--- src/rtl/lc3_ctrl_pkg.sv ---
// Shared encodings for the LC-3 control unit: FSM states, datapath mux selects, opcodes.
package lc3_ctrl_pkg;

  typedef enum logic [4:0] {
    ST_HALTED,
    ST_18, ST_33, ST_35, ST_32,
    ST_01, ST_05, ST_09,
    ST_00, ST_22,
    ST_12,
    ST_04, ST_21,
    ST_06, ST_25, ST_27,
    ST_07, ST_23, ST_16,
    ST_PAUSE_A, ST_PAUSE_B
  } state_t;

  localparam logic [1:0] PCMUX_INC  = 2'b00;
  localparam logic [1:0] PCMUX_BUS  = 2'b01;
  localparam logic [1:0] PCMUX_ADDR = 2'b10;

  localparam logic [1:0] ADDR2_ZERO  = 2'b00;
  localparam logic [1:0] ADDR2_OFF6  = 2'b01;
  localparam logic [1:0] ADDR2_OFF9  = 2'b10;
  localparam logic [1:0] ADDR2_OFF11 = 2'b11;

  localparam logic [1:0] ALUK_ADD  = 2'b00;
  localparam logic [1:0] ALUK_AND  = 2'b01;
  localparam logic [1:0] ALUK_NOT  = 2'b10;
  localparam logic [1:0] ALUK_PASS = 2'b11;

  localparam logic [3:0] OP_BR    = 4'b0000;
  localparam logic [3:0] OP_ADD   = 4'b0001;
  localparam logic [3:0] OP_JSR   = 4'b0100;
  localparam logic [3:0] OP_AND   = 4'b0101;
  localparam logic [3:0] OP_LDR   = 4'b0110;
  localparam logic [3:0] OP_STR   = 4'b0111;
  localparam logic [3:0] OP_NOT   = 4'b1001;
  localparam logic [3:0] OP_JMP   = 4'b1100;
  localparam logic [3:0] OP_PAUSE = 4'b1101;

  // States that hold an SRAM strobe for MEM_WAIT cycles.
  function automatic logic is_mem_state(state_t s);
    return (s == ST_33) || (s == ST_25) || (s == ST_16);
  endfunction

endpackage

--- src/rtl/lc3_control_if.sv ---
// Control/datapath boundary: status fed back into the sequencer and every control line it drives.
interface lc3_control_if;
  logic       Run;
  logic       Continue;
  logic [3:0] Opcode;
  logic       IR_5;
  logic       IR_11;
  logic       BEN;

  logic LD_MAR, LD_MDR, LD_IR, LD_BEN, LD_CC, LD_REG, LD_PC, LD_LED;
  logic GatePC, GateMDR, GateALU, GateMARMUX;
  logic [1:0] PCMUX, ADDR2MUX, ALUK;
  logic DRMUX, SR1MUX, SR2MUX, ADDR1MUX;
  logic MIO_EN;
  logic Mem_OE, Mem_WE;

  modport master (
    input  Run, Continue, Opcode, IR_5, IR_11, BEN,
    output LD_MAR, LD_MDR, LD_IR, LD_BEN, LD_CC, LD_REG, LD_PC, LD_LED,
    output GatePC, GateMDR, GateALU, GateMARMUX,
    output PCMUX, ADDR2MUX, ALUK,
    output DRMUX, SR1MUX, SR2MUX, ADDR1MUX,
    output MIO_EN, Mem_OE, Mem_WE
  );

  modport slave (
    output Run, Continue, Opcode, IR_5, IR_11, BEN,
    input  LD_MAR, LD_MDR, LD_IR, LD_BEN, LD_CC, LD_REG, LD_PC, LD_LED,
    input  GatePC, GateMDR, GateALU, GateMARMUX,
    input  PCMUX, ADDR2MUX, ALUK,
    input  DRMUX, SR1MUX, SR2MUX, ADDR1MUX,
    input  MIO_EN, Mem_OE, Mem_WE
  );
endinterface

--- src/rtl/lc3_wait_timer.sv ---
// Memory-access wait counter: cleared on entry to a memory state, done on its last cycle.
module lc3_wait_timer #(
  parameter int MEM_WAIT = 2
) (
  input  logic Clk,
  input  logic Reset,
  input  logic clear,
  input  logic enable,
  output logic done
);

  logic [2:0] count;

  always_ff @(posedge Clk) begin
    if (Reset) begin
      count <= '0;
    end else if (clear) begin
      count <= '0;
    end else if (enable) begin
      count <= count + 3'd1;
    end
  end

  assign done = (count == 3'(MEM_WAIT - 1));

endmodule

--- src/rtl/lc3_control.sv ---
// LC-3 instruction sequencer: Moore FSM driving datapath loads, bus gates, mux selects and SRAM strobes.
module lc3_control
  import lc3_ctrl_pkg::*;
#(
  parameter int MEM_WAIT = 2
) (
  input  logic Clk,
  input  logic Reset,
  lc3_control_if.master bus
);

  state_t state, next_state;
  logic   wait_done, wait_clear, wait_enable;
  logic   ir5_q;
  logic   unused_ir11;

  assign unused_ir11 = bus.IR_11;

  // Timer restarts only when a memory state is freshly entered.
  assign wait_enable = is_mem_state(state);
  assign wait_clear  = is_mem_state(next_state) && (next_state != state);

  lc3_wait_timer #(.MEM_WAIT(MEM_WAIT)) u_wait (
    .Clk    (Clk),
    .Reset  (Reset),
    .clear  (wait_clear),
    .enable (wait_enable),
    .done   (wait_done)
  );

  always_ff @(posedge Clk) begin
    if (Reset) state <= ST_HALTED;
    else       state <= next_state;
  end

  // IR_5 is registered at decode so SR2MUX stays a function of state, not of live inputs.
  always_ff @(posedge Clk) begin
    if (state == ST_32) ir5_q <= bus.IR_5;
  end

  always_comb begin
    next_state = state;
    case (state)
      ST_HALTED:  if (bus.Run) next_state = ST_18;
      ST_18:      next_state = ST_33;
      ST_33:      if (wait_done) next_state = ST_35;
      ST_35:      next_state = ST_32;
      ST_32: begin
        case (bus.Opcode)
          OP_ADD:   next_state = ST_01;
          OP_AND:   next_state = ST_05;
          OP_NOT:   next_state = ST_09;
          OP_BR:    next_state = ST_00;
          OP_JMP:   next_state = ST_12;
          OP_JSR:   next_state = ST_04;
          OP_LDR:   next_state = ST_06;
          OP_STR:   next_state = ST_07;
          OP_PAUSE: next_state = ST_PAUSE_A;
          default:  next_state = ST_18;
        endcase
      end
      ST_01, ST_05, ST_09: next_state = ST_18;
      ST_00:      next_state = bus.BEN ? ST_22 : ST_18;
      ST_22:      next_state = ST_18;
      ST_12:      next_state = ST_18;
      ST_04:      next_state = ST_21;
      ST_21:      next_state = ST_18;
      ST_06:      next_state = ST_25;
      ST_25:      if (wait_done) next_state = ST_27;
      ST_27:      next_state = ST_18;
      ST_07:      next_state = ST_23;
      ST_23:      next_state = ST_16;
      ST_16:      if (wait_done) next_state = ST_18;
      ST_PAUSE_A: if (bus.Continue) next_state = ST_PAUSE_B;
      ST_PAUSE_B: if (!bus.Continue) next_state = ST_18;
      default:    next_state = ST_HALTED;
    endcase
  end

  always_comb begin
    bus.LD_MAR     = 1'b0;
    bus.LD_MDR     = 1'b0;
    bus.LD_IR      = 1'b0;
    bus.LD_BEN     = 1'b0;
    bus.LD_CC      = 1'b0;
    bus.LD_REG     = 1'b0;
    bus.LD_PC      = 1'b0;
    bus.LD_LED     = 1'b0;
    bus.GatePC     = 1'b0;
    bus.GateMDR    = 1'b0;
    bus.GateALU    = 1'b0;
    bus.GateMARMUX = 1'b0;
    bus.PCMUX      = PCMUX_INC;
    bus.ADDR2MUX   = ADDR2_ZERO;
    bus.ALUK       = ALUK_ADD;
    bus.DRMUX      = 1'b0;
    bus.SR1MUX     = 1'b0;
    bus.SR2MUX     = 1'b0;
    bus.ADDR1MUX   = 1'b0;
    bus.MIO_EN     = 1'b0;
    bus.Mem_OE     = 1'b1;
    bus.Mem_WE     = 1'b1;
    case (state)
      ST_18: begin
        bus.GatePC = 1'b1;
        bus.LD_MAR = 1'b1;
        bus.PCMUX  = PCMUX_INC;
        bus.LD_PC  = 1'b1;
      end
      ST_33, ST_25: begin
        bus.Mem_OE = 1'b0;
        bus.MIO_EN = 1'b1;
        bus.LD_MDR = wait_done;
      end
      ST_35, ST_27: begin
        bus.GateMDR = 1'b1;
        bus.LD_IR   = (state == ST_35);
        bus.LD_REG  = (state == ST_27);
        bus.LD_CC   = (state == ST_27);
      end
      ST_32: bus.LD_BEN = 1'b1;
      ST_01, ST_05, ST_09: begin
        bus.SR1MUX  = 1'b1;
        bus.SR2MUX  = (state == ST_09) ? 1'b0 : ir5_q;
        bus.ALUK    = (state == ST_01) ? ALUK_ADD :
                      (state == ST_05) ? ALUK_AND : ALUK_NOT;
        bus.GateALU = 1'b1;
        bus.LD_REG  = 1'b1;
        bus.LD_CC   = 1'b1;
      end
      ST_22: begin
        bus.ADDR1MUX = 1'b0;
        bus.ADDR2MUX = ADDR2_OFF9;
        bus.PCMUX    = PCMUX_ADDR;
        bus.LD_PC    = 1'b1;
      end
      ST_12: begin
        bus.SR1MUX  = 1'b1;
        bus.ALUK    = ALUK_PASS;
        bus.GateALU = 1'b1;
        bus.PCMUX   = PCMUX_BUS;
        bus.LD_PC   = 1'b1;
      end
      ST_04: begin
        bus.GatePC = 1'b1;
        bus.DRMUX  = 1'b1;
        bus.LD_REG = 1'b1;
      end
      ST_21: begin
        bus.ADDR2MUX = ADDR2_OFF11;
        bus.PCMUX    = PCMUX_ADDR;
        bus.LD_PC    = 1'b1;
      end
      ST_06, ST_07: begin
        bus.SR1MUX     = 1'b1;
        bus.ADDR1MUX   = 1'b1;
        bus.ADDR2MUX   = ADDR2_OFF6;
        bus.GateMARMUX = 1'b1;
        bus.LD_MAR     = 1'b1;
      end
      ST_23: begin
        bus.SR1MUX  = 1'b0;
        bus.ALUK    = ALUK_PASS;
        bus.GateALU = 1'b1;
        bus.MIO_EN  = 1'b0;
        bus.LD_MDR  = 1'b1;
      end
      ST_16:      bus.Mem_WE = 1'b0;
      ST_PAUSE_A,
      ST_PAUSE_B: bus.LD_LED = 1'b1;
      default: ;
    endcase
  end

endmodule

--- src/flat_wrapper.sv ---
// flat-port wrapper written by rule: the top's interface ports become plain ports
module lc3_control_flat import lc3_ctrl_pkg::*;
#(
  parameter int MEM_WAIT = 2
)
  (Clk, Reset, bus_Run, bus_Continue, bus_Opcode, bus_IR_5, bus_IR_11, bus_BEN, bus_LD_MAR, bus_LD_MDR, bus_LD_IR, bus_LD_BEN, bus_LD_CC, bus_LD_REG, bus_LD_PC, bus_LD_LED, bus_GatePC, bus_GateMDR, bus_GateALU, bus_GateMARMUX, bus_PCMUX, bus_ADDR2MUX, bus_ALUK, bus_DRMUX, bus_SR1MUX, bus_SR2MUX, bus_ADDR1MUX, bus_MIO_EN, bus_Mem_OE, bus_Mem_WE);
  lc3_control_if bus_i ();
  input  logic Clk;
  input  logic Reset;
  input wire logic [$bits(bus_i.Run)-1:0] bus_Run;
  input wire logic [$bits(bus_i.Continue)-1:0] bus_Continue;
  input wire logic [$bits(bus_i.Opcode)-1:0] bus_Opcode;
  input wire logic [$bits(bus_i.IR_5)-1:0] bus_IR_5;
  input wire logic [$bits(bus_i.IR_11)-1:0] bus_IR_11;
  input wire logic [$bits(bus_i.BEN)-1:0] bus_BEN;
  output wire logic [$bits(bus_i.LD_MAR)-1:0] bus_LD_MAR;
  output wire logic [$bits(bus_i.LD_MDR)-1:0] bus_LD_MDR;
  output wire logic [$bits(bus_i.LD_IR)-1:0] bus_LD_IR;
  output wire logic [$bits(bus_i.LD_BEN)-1:0] bus_LD_BEN;
  output wire logic [$bits(bus_i.LD_CC)-1:0] bus_LD_CC;
  output wire logic [$bits(bus_i.LD_REG)-1:0] bus_LD_REG;
  output wire logic [$bits(bus_i.LD_PC)-1:0] bus_LD_PC;
  output wire logic [$bits(bus_i.LD_LED)-1:0] bus_LD_LED;
  output wire logic [$bits(bus_i.GatePC)-1:0] bus_GatePC;
  output wire logic [$bits(bus_i.GateMDR)-1:0] bus_GateMDR;
  output wire logic [$bits(bus_i.GateALU)-1:0] bus_GateALU;
  output wire logic [$bits(bus_i.GateMARMUX)-1:0] bus_GateMARMUX;
  output wire logic [$bits(bus_i.PCMUX)-1:0] bus_PCMUX;
  output wire logic [$bits(bus_i.ADDR2MUX)-1:0] bus_ADDR2MUX;
  output wire logic [$bits(bus_i.ALUK)-1:0] bus_ALUK;
  output wire logic [$bits(bus_i.DRMUX)-1:0] bus_DRMUX;
  output wire logic [$bits(bus_i.SR1MUX)-1:0] bus_SR1MUX;
  output wire logic [$bits(bus_i.SR2MUX)-1:0] bus_SR2MUX;
  output wire logic [$bits(bus_i.ADDR1MUX)-1:0] bus_ADDR1MUX;
  output wire logic [$bits(bus_i.MIO_EN)-1:0] bus_MIO_EN;
  output wire logic [$bits(bus_i.Mem_OE)-1:0] bus_Mem_OE;
  output wire logic [$bits(bus_i.Mem_WE)-1:0] bus_Mem_WE;
  assign bus_i.Run = bus_Run;
  assign bus_i.Continue = bus_Continue;
  assign bus_i.Opcode = bus_Opcode;
  assign bus_i.IR_5 = bus_IR_5;
  assign bus_i.IR_11 = bus_IR_11;
  assign bus_i.BEN = bus_BEN;
  assign bus_LD_MAR = bus_i.LD_MAR;
  assign bus_LD_MDR = bus_i.LD_MDR;
  assign bus_LD_IR = bus_i.LD_IR;
  assign bus_LD_BEN = bus_i.LD_BEN;
  assign bus_LD_CC = bus_i.LD_CC;
  assign bus_LD_REG = bus_i.LD_REG;
  assign bus_LD_PC = bus_i.LD_PC;
  assign bus_LD_LED = bus_i.LD_LED;
  assign bus_GatePC = bus_i.GatePC;
  assign bus_GateMDR = bus_i.GateMDR;
  assign bus_GateALU = bus_i.GateALU;
  assign bus_GateMARMUX = bus_i.GateMARMUX;
  assign bus_PCMUX = bus_i.PCMUX;
  assign bus_ADDR2MUX = bus_i.ADDR2MUX;
  assign bus_ALUK = bus_i.ALUK;
  assign bus_DRMUX = bus_i.DRMUX;
  assign bus_SR1MUX = bus_i.SR1MUX;
  assign bus_SR2MUX = bus_i.SR2MUX;
  assign bus_ADDR1MUX = bus_i.ADDR1MUX;
  assign bus_MIO_EN = bus_i.MIO_EN;
  assign bus_Mem_OE = bus_i.Mem_OE;
  assign bus_Mem_WE = bus_i.Mem_WE;
  lc3_control #(.MEM_WAIT(MEM_WAIT)) u_core (.Clk(Clk), .Reset(Reset), .bus(bus_i));
endmodule
--- config.mk ---
export PLATFORM = sky130hd
export DESIGN_NAME = lc3_control_flat
export DESIGN_NICKNAME = d
export VERILOG_FILES = /design/src/rtl/lc3_ctrl_pkg.sv /design/src/rtl/lc3_control_if.sv /design/src/rtl/lc3_wait_timer.sv /design/src/rtl/lc3_control.sv /design/src/flat_wrapper.sv
export SDC_FILE = /design/constraint.sdc
export NUM_CORES = 1
export LEC_CHECK = 0
export ABC_CLOCK_PERIOD_IN_PS = 3000
export BUFFER_PORTS_ARGS = -buffer_cell sky130_fd_sc_hd__buf_4
export CORE_ASPECT_RATIO = 0.75
export CORE_MARGIN = 5
export CORE_UTILIZATION = 57
export DETAILED_ROUTE_END_ITERATION = 12
export PLACE_DENSITY = 0.9
export RECOVER_POWER = 25
export SYNTH_ARGS = -nofsm -noshare
export SYNTH_HDL_FRONTEND = slang
export SYNTH_SLANG_ARGS = --single-unit
--- constraint.sdc ---
create_clock -name Clk -period 3 [get_ports Clk]
set_input_delay 0 -clock Clk [delete_from_list [all_inputs] [get_ports Clk]]
set_output_delay 0 -clock Clk [all_outputs]
set_load 0.02 [all_outputs]
# Word level (Yosys, flattened, before mapping)
# Memory sizes are Yosys's and may differ from the RTL's.
# Cells that the tools add are included.
# totals
ff_bits	9
romBits	80
in_bits	11
output_inout_bits	25
word_cells	83
memories	1
# mem_list
name	depth	width	rd	rd_clocked_by_memory_dff	write_ports	line_no	text
(name not given)	16	5	1	0	0	lc3_control.sv:49	case (bus.Opcode)
# classes
add_sub_neg	1
eq_ne	25
n_mux	32
n_reduce_logical	21
# op_table
cell	n
5-bit one-hot mux with 15 select lines	1
5-bit by 4-bit equality test with 1-bit output (second input constant)	9
5-bit equality test (second input constant)	6
5-bit two-way mux	6
5-bit by 3-bit equality test with 1-bit output (second input constant)	4
1-bit two-way mux	16
2-bit OR reduction	8
5-bit by 2-bit equality test with 1-bit output (second input constant)	3
2-bit one-hot mux with 2 select lines	2
4-bit OR reduction	2
7-bit OR reduction	1
1-bit one-hot mux with 2 select lines	3
2-bit one-hot mux with 3 select lines	1
3-bit OR reduction	2
6-bit OR reduction	1
5-bit by 1-bit equality test with 1-bit output (second input constant)	1
5-bit logical NOT	1
5-bit inequality test	1
5-bit OR reduction	1
1-bit logical OR	4
2-bit two-way mux	2
4-bit two-way mux	1
3-bit by 1-bit adder with 3-bit output (second input constant)	1
3-bit by 1-bit equality test with 1-bit output (second input constant)	1
1-bit logical AND	1

# Depth between registers and ports, before layout
# Gate-level depths: netlist of the first run.
# logic_depth
ltp_word	8
depth_mapped	8
ltp_nobuf	8

# Modules after synthesis
# A second synthesis of the first run with hierarchy kept.
# hier_totals
cells_unflattened	176
hier_area_um2	1288.7
# modules_own_cells
module	instances	cells_each	area_per_inst_um2	seq_area_each_um2
lc3_control	1	161	1136.1	130.1
lc3_wait_timer	1	15	152.6	60.1

# Least setup slack after synthesis of the first run
# OpenSTA, ideal clock, no wires.
# synth_path
path_kind	flip-flop to output port
from	register u_core.state[2]
to	output bus_GateMARMUX
t_arrival_ns	1.850
required_time_ns	3.000
slack_ns	1.150
stages_incl_launch_ff	7
path_buffers	4
path_cell_list	dfxtp_1 buf_2 buf_2 clkbuf_1 nand4_1 a21oi_1 buf_4
# synth_via
elab_chain_len	3
elab_cells_between_ends	4
classes_between	2 x eq/ne; 1 x mux; 1 x reduce/logical
# synth_rtl
item	line_no	text
start, declared	lc3_control.sv:12	state_t state, next_state;
start signal, assigned	lc3_control.sv:33	else state <= next_state;
5-bit by 4-bit equality test with 1-bit output or 5-bit equality test (tied branches)	-	
2-bit OR reduction *	-	
1-bit two-way mux *	-	
end, declared	flat_wrapper.sv:27	output wire logic [$bits(bus_i.GateMARMUX)-1:0] bus_GateMARMUX;
# Every way passes the cells marked *; elsewhere a longest branch is shown, timed or not.

# Worst setup path in the final report of the first run
# layout_path
from	register u_core.state[1]
to	register u_core.u_wait.count[2]
# layout_via
elab_chain_len	8
elab_cells_between_ends	39
classes_between	24 x eq/ne; 7 x mux; 8 x reduce/logical
# layout_rtl
item	line_no	text
5-bit by 4-bit equality test with 1-bit output or 5-bit by 3-bit equality test with 1-bit output (tied branches)	lc3_control.sv:43	case (state)
7-bit OR reduction (no source line)	-	
5-bit one-hot mux with 15 select lines	lc3_control.sv:43	
5-bit by 2-bit equality test with 1-bit output or 5-bit by 4-bit equality test with 1-bit output (tied branches)	lc3_ctrl_pkg.sv:42	return (s == ST_33) || (s == ST_25) || (s == ST_16);
1-bit logical OR (2 in series)	lc3_ctrl_pkg.sv:42	
1-bit logical AND	lc3_control.sv:21	assign wait_clear = is_mem_state(next_state) && (next_state != state);
2-bit OR reduction (no source line)	-	
end signal, assigned	lc3_wait_timer.sv:20	count <= count + 3'd1;
end, declared	lc3_wait_timer.sv:12	logic [2:0] count;
# Parallel ways exist; a longest one is shown, timed or not.
# A chain may end at the register's enable or synchronous reset.

==> out/summary.txt, run 1 <==
Adder-cell share of the synthesized area: 5.52%
Number of remaining DRC errors: 0
Pwr/cell area: 398 nW/um^2
Mapped Cells: 182
CTS max path bufs: 2
Clock Skew: 0.00430 ns
Fmax: 0.391 GHz
Most common cell after layout, fill and taps aside: buf_4
ANT cells: 0
Io pins: 36
Die width: 66.4 um
Final WS setup: 0.444 ns
Final Wtd Congestion: 0.872
RSZ-0062 raised after global routing: false
#FFs+latches synth: 9
Relative slew slack: 60.7%
Synthesis-to-finish area growth: 19.3%
Depth of the CTS H-tree: 1
DR WL/cell: 15.6 um
Dpl ws: 0.675 ns
Crit Path Max Fanout: 13
Slowest CP cell: dfxtp_1
Async S/R FF share, synth: 0%
Port Buf Inserts: 34
Synthesized Nets: 199
Primary FF master, synth: dfxtp_1
Synthesized area: 1360 um^2
Ys Warns: 0
Most frequent cells in the layout: buf_4 (35), a21oi_1 (19), nor2_1 (17)
Starting Density: 59.3%
Final Hold Viols: 0
Core Area: 2290 um^2
Post-route minimum period: 2.56 ns
Worst setup path category: flop to flop
Synth Area in XOR/XNOR: 6.35%
Dpl hpwl: 2.94 mm
Number of DRC markers in iteration 0: 171
Largest family of logic cells by synthesized area: simple AND/OR/NAND/NOR gates
Crit-path max cell delay: 0.64 ns
Clock-pin slew on the worst setup and hold paths: 0.07 ns
Total power: 0.000645 W
Largest net degree at the start of global routing: 20
CTS tree: yes
Maximum VDD drop: 0.000293 V
Die H: 52.3 um
CTS resizes: 0
Type of destination of the critical path: flop
DIE AREA: 3470 um^2
EDFF count, synth: 1
Final TNS setup: 0 ns
Post-synth cell types: 53
Share of cells above drive strength 1: 24.6%
Crit start category: flop
Complex-gate fraction of the synthesized area: 29.0%
DP Area: 1590 um^2
TritonCTS buffer count: 3
Via density: 6.14
Drt total wl: 3.82 mm
First-pass GRT wire length: 6.14 mm
Hold_ws: 0.124 ns
Antenna violations before repair: 0
Hold WC Path Type: input pin to flop
# rows: 15
Fin crit share: 85.2%
Top delay family on crit path: compound AO/OA/AOI/OAI gates
CTS root buf: clkbuf_4
Routed vias: 1505
Drt first pass iters: 4
Final Slew Violations: 0
Clock latency on the worst-skew pair: 0.28 ns
GR Util All Layers: 22.8%
Worst path arrival time: 2.72 ns
Sequential area share after synthesis: 14.0%
Vias in the first global route: 1399
Post-Synth Simple-Gate Area: 32.7%
Synthesized area per cell: 7.47 um^2
Hold_buf cts: 2
Post-route ant nets: 0
Status: complete, no violations
CP bufs+invs: 1
P_leak: 0.664 nW
Post-route cell area: 1620 um^2
Mux cell area share after synthesis: 1.66%
Clock Sink Count: 9
Aggregate global routing overflow: 0
Nets@finish: 229
Final setup viols: 0
Slew @ Worst Pin: 0.589 ns
Max-cap violations: 0
Crit path cell chain: clkbuf_1 -> nand2b_1 -> a2111oi_1 -> nor4b_2 -> nor3_1 -> a2bb2oi_2 -> a21oi_1
Post-CTS Setup Bufs: 0
Worst EP required: 3.17 ns
## worst reg2reg max path, cell delays in order, from the launching register on
cell and delay [ns]:
dfxtp_1 0.64, clkbuf_1 0.37, nand2b_1 0.21, a2111oi_1 0.50
nor4b_2 0.15, nor3_1 0.26, a2bb2oi_2 0.22, a21oi_1 0.09
## worst paths after layout
check,slack [ns],end,cells past startpoint,start
worst min register to register,0.55,u_core.u_wait.count[1],2,u_core.u_wait.count[1]
worst min-delay path,0.12,u_core.state[4],3,bus_Opcode[2]
worst max register to register,0.44,u_core.u_wait.count[2],7,u_core.state[1]
worst max-delay path,0.44,u_core.u_wait.count[2],7,u_core.state[1]
## layer usage
layer | up-vias | GRT usage [%] | wire, um
li1 | 723 | - | -
met1 | 700 | 28.6 | 1550
met2 | 75 | 38.1 | 1850
met3 | 7 | 4.72 | 366
met4 | 0 | 8.78 | 59
met5 | - | 0 | 0
## power breakdown
part / switching, W / internal, W / leakage (nW)
Combinational: 0.000208 / 0.000161 / 0.573
Sequential: 0.0000339 / 0.000137 / 0.0741
Clock: 0.0000545 / 0.0000496 / 0.0177
## sequential cells by signal (all words and copies together) (netlist names)
signal and count:
u_core.ir5_q 1, u_core.state 5, u_core.u_wait.count 3
## cell usage after synthesis, drive strengths merged (4+ instances only)
| master | instances | area share [%] |
|---|---|---|
| nand2 | 10 | 2.8 |
| nor3 | 11 | 4.4 |
| nor2 | 17 | 4.7 |
| a22oi | 4 | 2.2 |
| dfxtp | 8 | 12 |
| nand2b | 9 | 4.1 |
| a211o | 4 | 2.6 |
| ha | 6 | 5.5 |
| a21oi | 19 | 7.0 |
| o21ai | 8 | 3.5 |
| nor2b | 5 | 2.3 |
| xnor2 | 4 | 3.1 |
| nor4b | 4 | 3.0 |
| xor2 | 5 | 3.2 |
| inv | 8 | 2.2 |
| buf | 15 | 7.7 |
## layout make-up
type	count	area, um^2
multi-input combinational	147	1020
fill	192	668
timing repair buffer	43	309
sequential	9	190
tap	34	42.5
inverter	8	30.0
clock buffer	3	22.5
clock inverter	1	5.00
## per-stage QoR
step / instances / util, %
2_1_floorplan: 182 / -
3_3_place_gp: 239 / 69.6
3_5_place_dp: 239 / 69.6
4_1_cts: 245 / 71.6
5_1_grt: 245 / 70.8
6_report: 245 / 70.8
## logic make-up after synthesis
| kind of cell | after synthesis |
|---|---|
| XOR/XNOR | 9 |
| buffers and inverters | 26 |
| multiplexers | 2 |
| AND/OR/NAND/NOR | 75 |
| flip-flops | 9 |
| AO/OA/AOI/OAI | 55 |
| adder cells (fa/ha/maj) | 6 |
(Power assumes the default switching activity.)
==> inputs of run 2 (changes only) <==
Settings changed: ABC_AREA from default to 1, ABC_CLOCK_PERIOD_IN_PS 3000 to 3100, CORE_UTILIZATION 57 to 54.
Clock period 3 ns to 3.1 ns, I/O delays scaled along.
==> out/summary.txt, run 2 <==
Dpl hpwl: 2.36 mm (-20%)
Sequential area share after synthesis: 17.7% (+3.7 points)
Aggregate global routing overflow: 0 (unchanged)
Final TNS setup: 0 ns (unchanged)
Top post-synthesis cells by count: nand2_1 (52), nor2_1 (37), inv_1 (30)
Dpl ws: 1.15 ns (+0.479 ns)
Synth area leader: nand2_1
Final Slew Violations: 0 (unchanged)
Met1 usage: 28.8% (+0.24 points)
Final Wtd Congestion: 0.922 (+5.8%)
Crit path cell chain: nor2_1 -> inv_2 -> nor2_1 -> nand3_1 -> nand4_1 -> a21oi_1 -> nor2_1 -> nand2_1 -> nand2_2 -> nor2_1
Largest registers: u_core.state: 5 flops, u_core.u_wait.count: 3 flops, u_core.ir5_q: 1 flops
CTS tree: yes
Synthesized area: 1070 um^2 (-21%)
Drt first pass iters: 4 (unchanged)
Antenna violations before repair: 0 (unchanged)
Depth of the CTS H-tree: 1 (unchanged)
Drt total wl: 2.85 mm (-25%)
Routed vias: 1286 (-15%)
GRT busiest layer: met1
Post-route cell area: 1360 um^2 (-16%)
Nets@finish: 252 (+10%)
Hold WC Path Type: input pin to flop
Max-cap violations: 0 (unchanged)
Fmax: 0.473 GHz (+21%)
Post-synth top area share: 18.2% (+6.4 points)
Internal: 0.000226 W (-35%)
Worst EP required: 3.27 ns (+0.10 ns)
Synth area leaders: nand2_1 (18%), dfxtp_1 (15%), nor2_1 (13%), inv_1 (10%), nand3_1 (9.3%)
Slew @ Worst Pin: 0.488 ns (-0.102 ns)
Core Util, Final: 69.9% (-0.94 points)
Number of DRC markers in iteration 0: 101 (-41%)
Async S/R FF share, synth: 0% (unchanged)
DP Area: 1340 um^2 (-16%)
CTS max path bufs: 2 (unchanged)
Most common cell after layout, fill and taps aside: nand2_1
GR Layer Usage met3: 4.26% (-0.47 points)
Crit Path Max Fanout: 7 (-6)
Vias in the first global route: 1050 (-25%)
ANT cells: 0 (unchanged)
R2R Setup Slk: 0.99 ns (+0.54 ns)
TritonCTS buffer count: 3 (unchanged)
Crit start category: flop
Fin crit share: 68.2% (-17 points)
Clock Skew: 0.00593 ns (+0.00162 ns)
#FFs+latches synth: 9 (unchanged)
Sw Ratio: 38.6% (-7.4 points)
Mapped Cells: 196 (+7.7%)
Die width: 61.5 um (-7.4%)
Via density: 4.98 (-19%)
CTS resizes: 0 (unchanged)
Most frequent cell after synthesis: nand2_1
Die H: 48.6 um (-7.0%)
Crit-path max cell delay: 0.42 ns (-0.22 ns)
Psw: 0.000142 W (-52%)
CTS root buf: clkbuf_4
Clock-pin slew on the worst setup and hold paths: 0.07 ns (about the same)
DIE AREA: 2990 um^2 (-14%)
Final Hold Viols: 0 (unchanged)
Post-synth cell types: 21 (-60%)
Maximum VDD drop: 0.000230 V (-22%)
Most flop-heavy register: u_core.state
Clock latency on the worst-skew pair: 0.27 ns (about the same)
Core Area: 1940 um^2 (-15%)
Cell seen most often among critical-path stages: nor2_1
Primary FF master, synth: dfxtp_1
Synthesis-to-finish area growth: 26.6%
Port Buf Inserts: 34 (unchanged)
Most frequent cells in the layout: nand2_1 (52), nor2_1 (40), inv_1 (30)
Starting Density: 55.2% (-4.1 points)
Worst path arrival time: 2.28 ns (-0.44 ns)
Filler Cells Inserted: 192 (unchanged)
Total power: 0.000367 W (-43%)
Met2 Use GR: 28.2% (-9.8 points)
Largest net degree at the start of global routing: 9 (-55%)
# rows: 14 (-1)
Synthesized Nets: 213 (+7.0%)
Max reg flops: 5 (unchanged)
EDFF count, synth: 1 (unchanged)
Pwr/cell area: 270 nW/um^2 (-32%)
P_leak: 0.830 nW (+25%)
First-pass GRT wire length: 4.55 mm (-26%)
Slowest CP cell: nor2_1
Seq pwr share: 36.2% (+9.6 points)
Synthesized area per cell: 5.48 um^2 (-27%)
Share of cells above drive strength 1: 18.8% (-5.8 points)
Io pins: 36 (unchanged)
Relative slew slack: 67.4% (+6.7 points)
Logic pwr share: 37.5% (-20 points)
Post-route minimum period: 2.11 ns (-0.443 ns)
GR Util All Layers: 19.6% (-3.2 points)
Final WS setup: 0.987 ns (+0.543 ns)
Clock Sink Count: 9 (unchanged)
Number of remaining DRC errors: 0 (unchanged)
Type of destination of the critical path: flop
Ys Warns: 0 (unchanged)
Post-route ant nets: 0 (unchanged)
Clock share of power: 26.3% (+10 points)
DR WL/cell: 11.0 um (-29%)
RSZ-0062 raised after global routing: false
Final setup viols: 0 (unchanged)
Status: complete, no violations
Post-CTS Setup Bufs: 0 (unchanged)
Hold_buf cts: 2 (unchanged)
Worst setup path category: flop to flop
-- run 2: per-layer routing --
layer	up-vias	part of all wire [%]	wire, um
li1	686	-	-
met1	540	44	1250
met2	56	43	1210
met3	4	13	357
met4	0	0.88	25
met5	-	0	0
-- run 2: final timing paths --
check | start | endpoint | depth (start not counted)
worst max register to register | u_core.state[1] | u_core.u_wait.count[1] | 10
worst min-delay path | bus_Opcode[2] | u_core.state[4] | 5
worst min register to register | u_core.u_wait.count[2] | u_core.u_wait.count[2] | 3
worst max-delay path | u_core.state[1] | u_core.u_wait.count[1] | 10
-- run 2: logic make-up after synthesis --
kind of cell / Yosys count / share of synthesized area [%]
AND/OR/NAND/NOR: 125 / 51.5
buffers and inverters: 35 / 13.3
AO/OA/AOI/OAI: 19 / 8.86
flip-flops: 9 / 17.7
XOR/XNOR: 2 / 1.63
adder cells (fa/ha/maj): 6 / 6.99
-- run 2: final cells by class --
class	instances	area [um^2]	area share (%)
flip-flops and latches	9	190	14.0
well taps	24	30.0	2.21
repair buffers	36	260	19.2
clock buffers	4	26.3	1.93
inverters	33	124	9.12
multi-input cells	152	728	53.6
-- run 2: critical path, delay by kind of cell, from the launching register on --
| kind | cells | cell delay (ns) |
|---|---|---|
| buffers and inverters | 1 | 0.11 |
| flip-flops | 1 | 0.36 |
| AO/OA/AOI/OAI | 1 | 0.08 |
| AND/OR/NAND/NOR | 8 | 1.46 |
-- run 2: power by group through the flow --
stage          clock network, W   logic, W  registers [W]
2_1_floorplan                 0  0.0000930       0.000134
3_5_place_dp                  0   0.000137       0.000136
6_report              0.0000966   0.000138       0.000133
3_3_place_gp                  0   0.000134       0.000136
5_1_grt                0.000105   0.000157       0.000134
4_1_cts               0.0000975   0.000139       0.000133
-- run 2: per-stage QoR --
| step | hold WS, ns | cells |
|---|---|---|
| 2_1_floorplan | 0.0691 | 196 |
| 3_3_place_gp | 0.179 | 252 |
| 3_5_place_dp | 0.180 | 252 |
| 4_1_cts | 0.161 | 258 |
| 5_1_grt | 0.192 | 258 |
| 6_report | 0.164 | 258 |
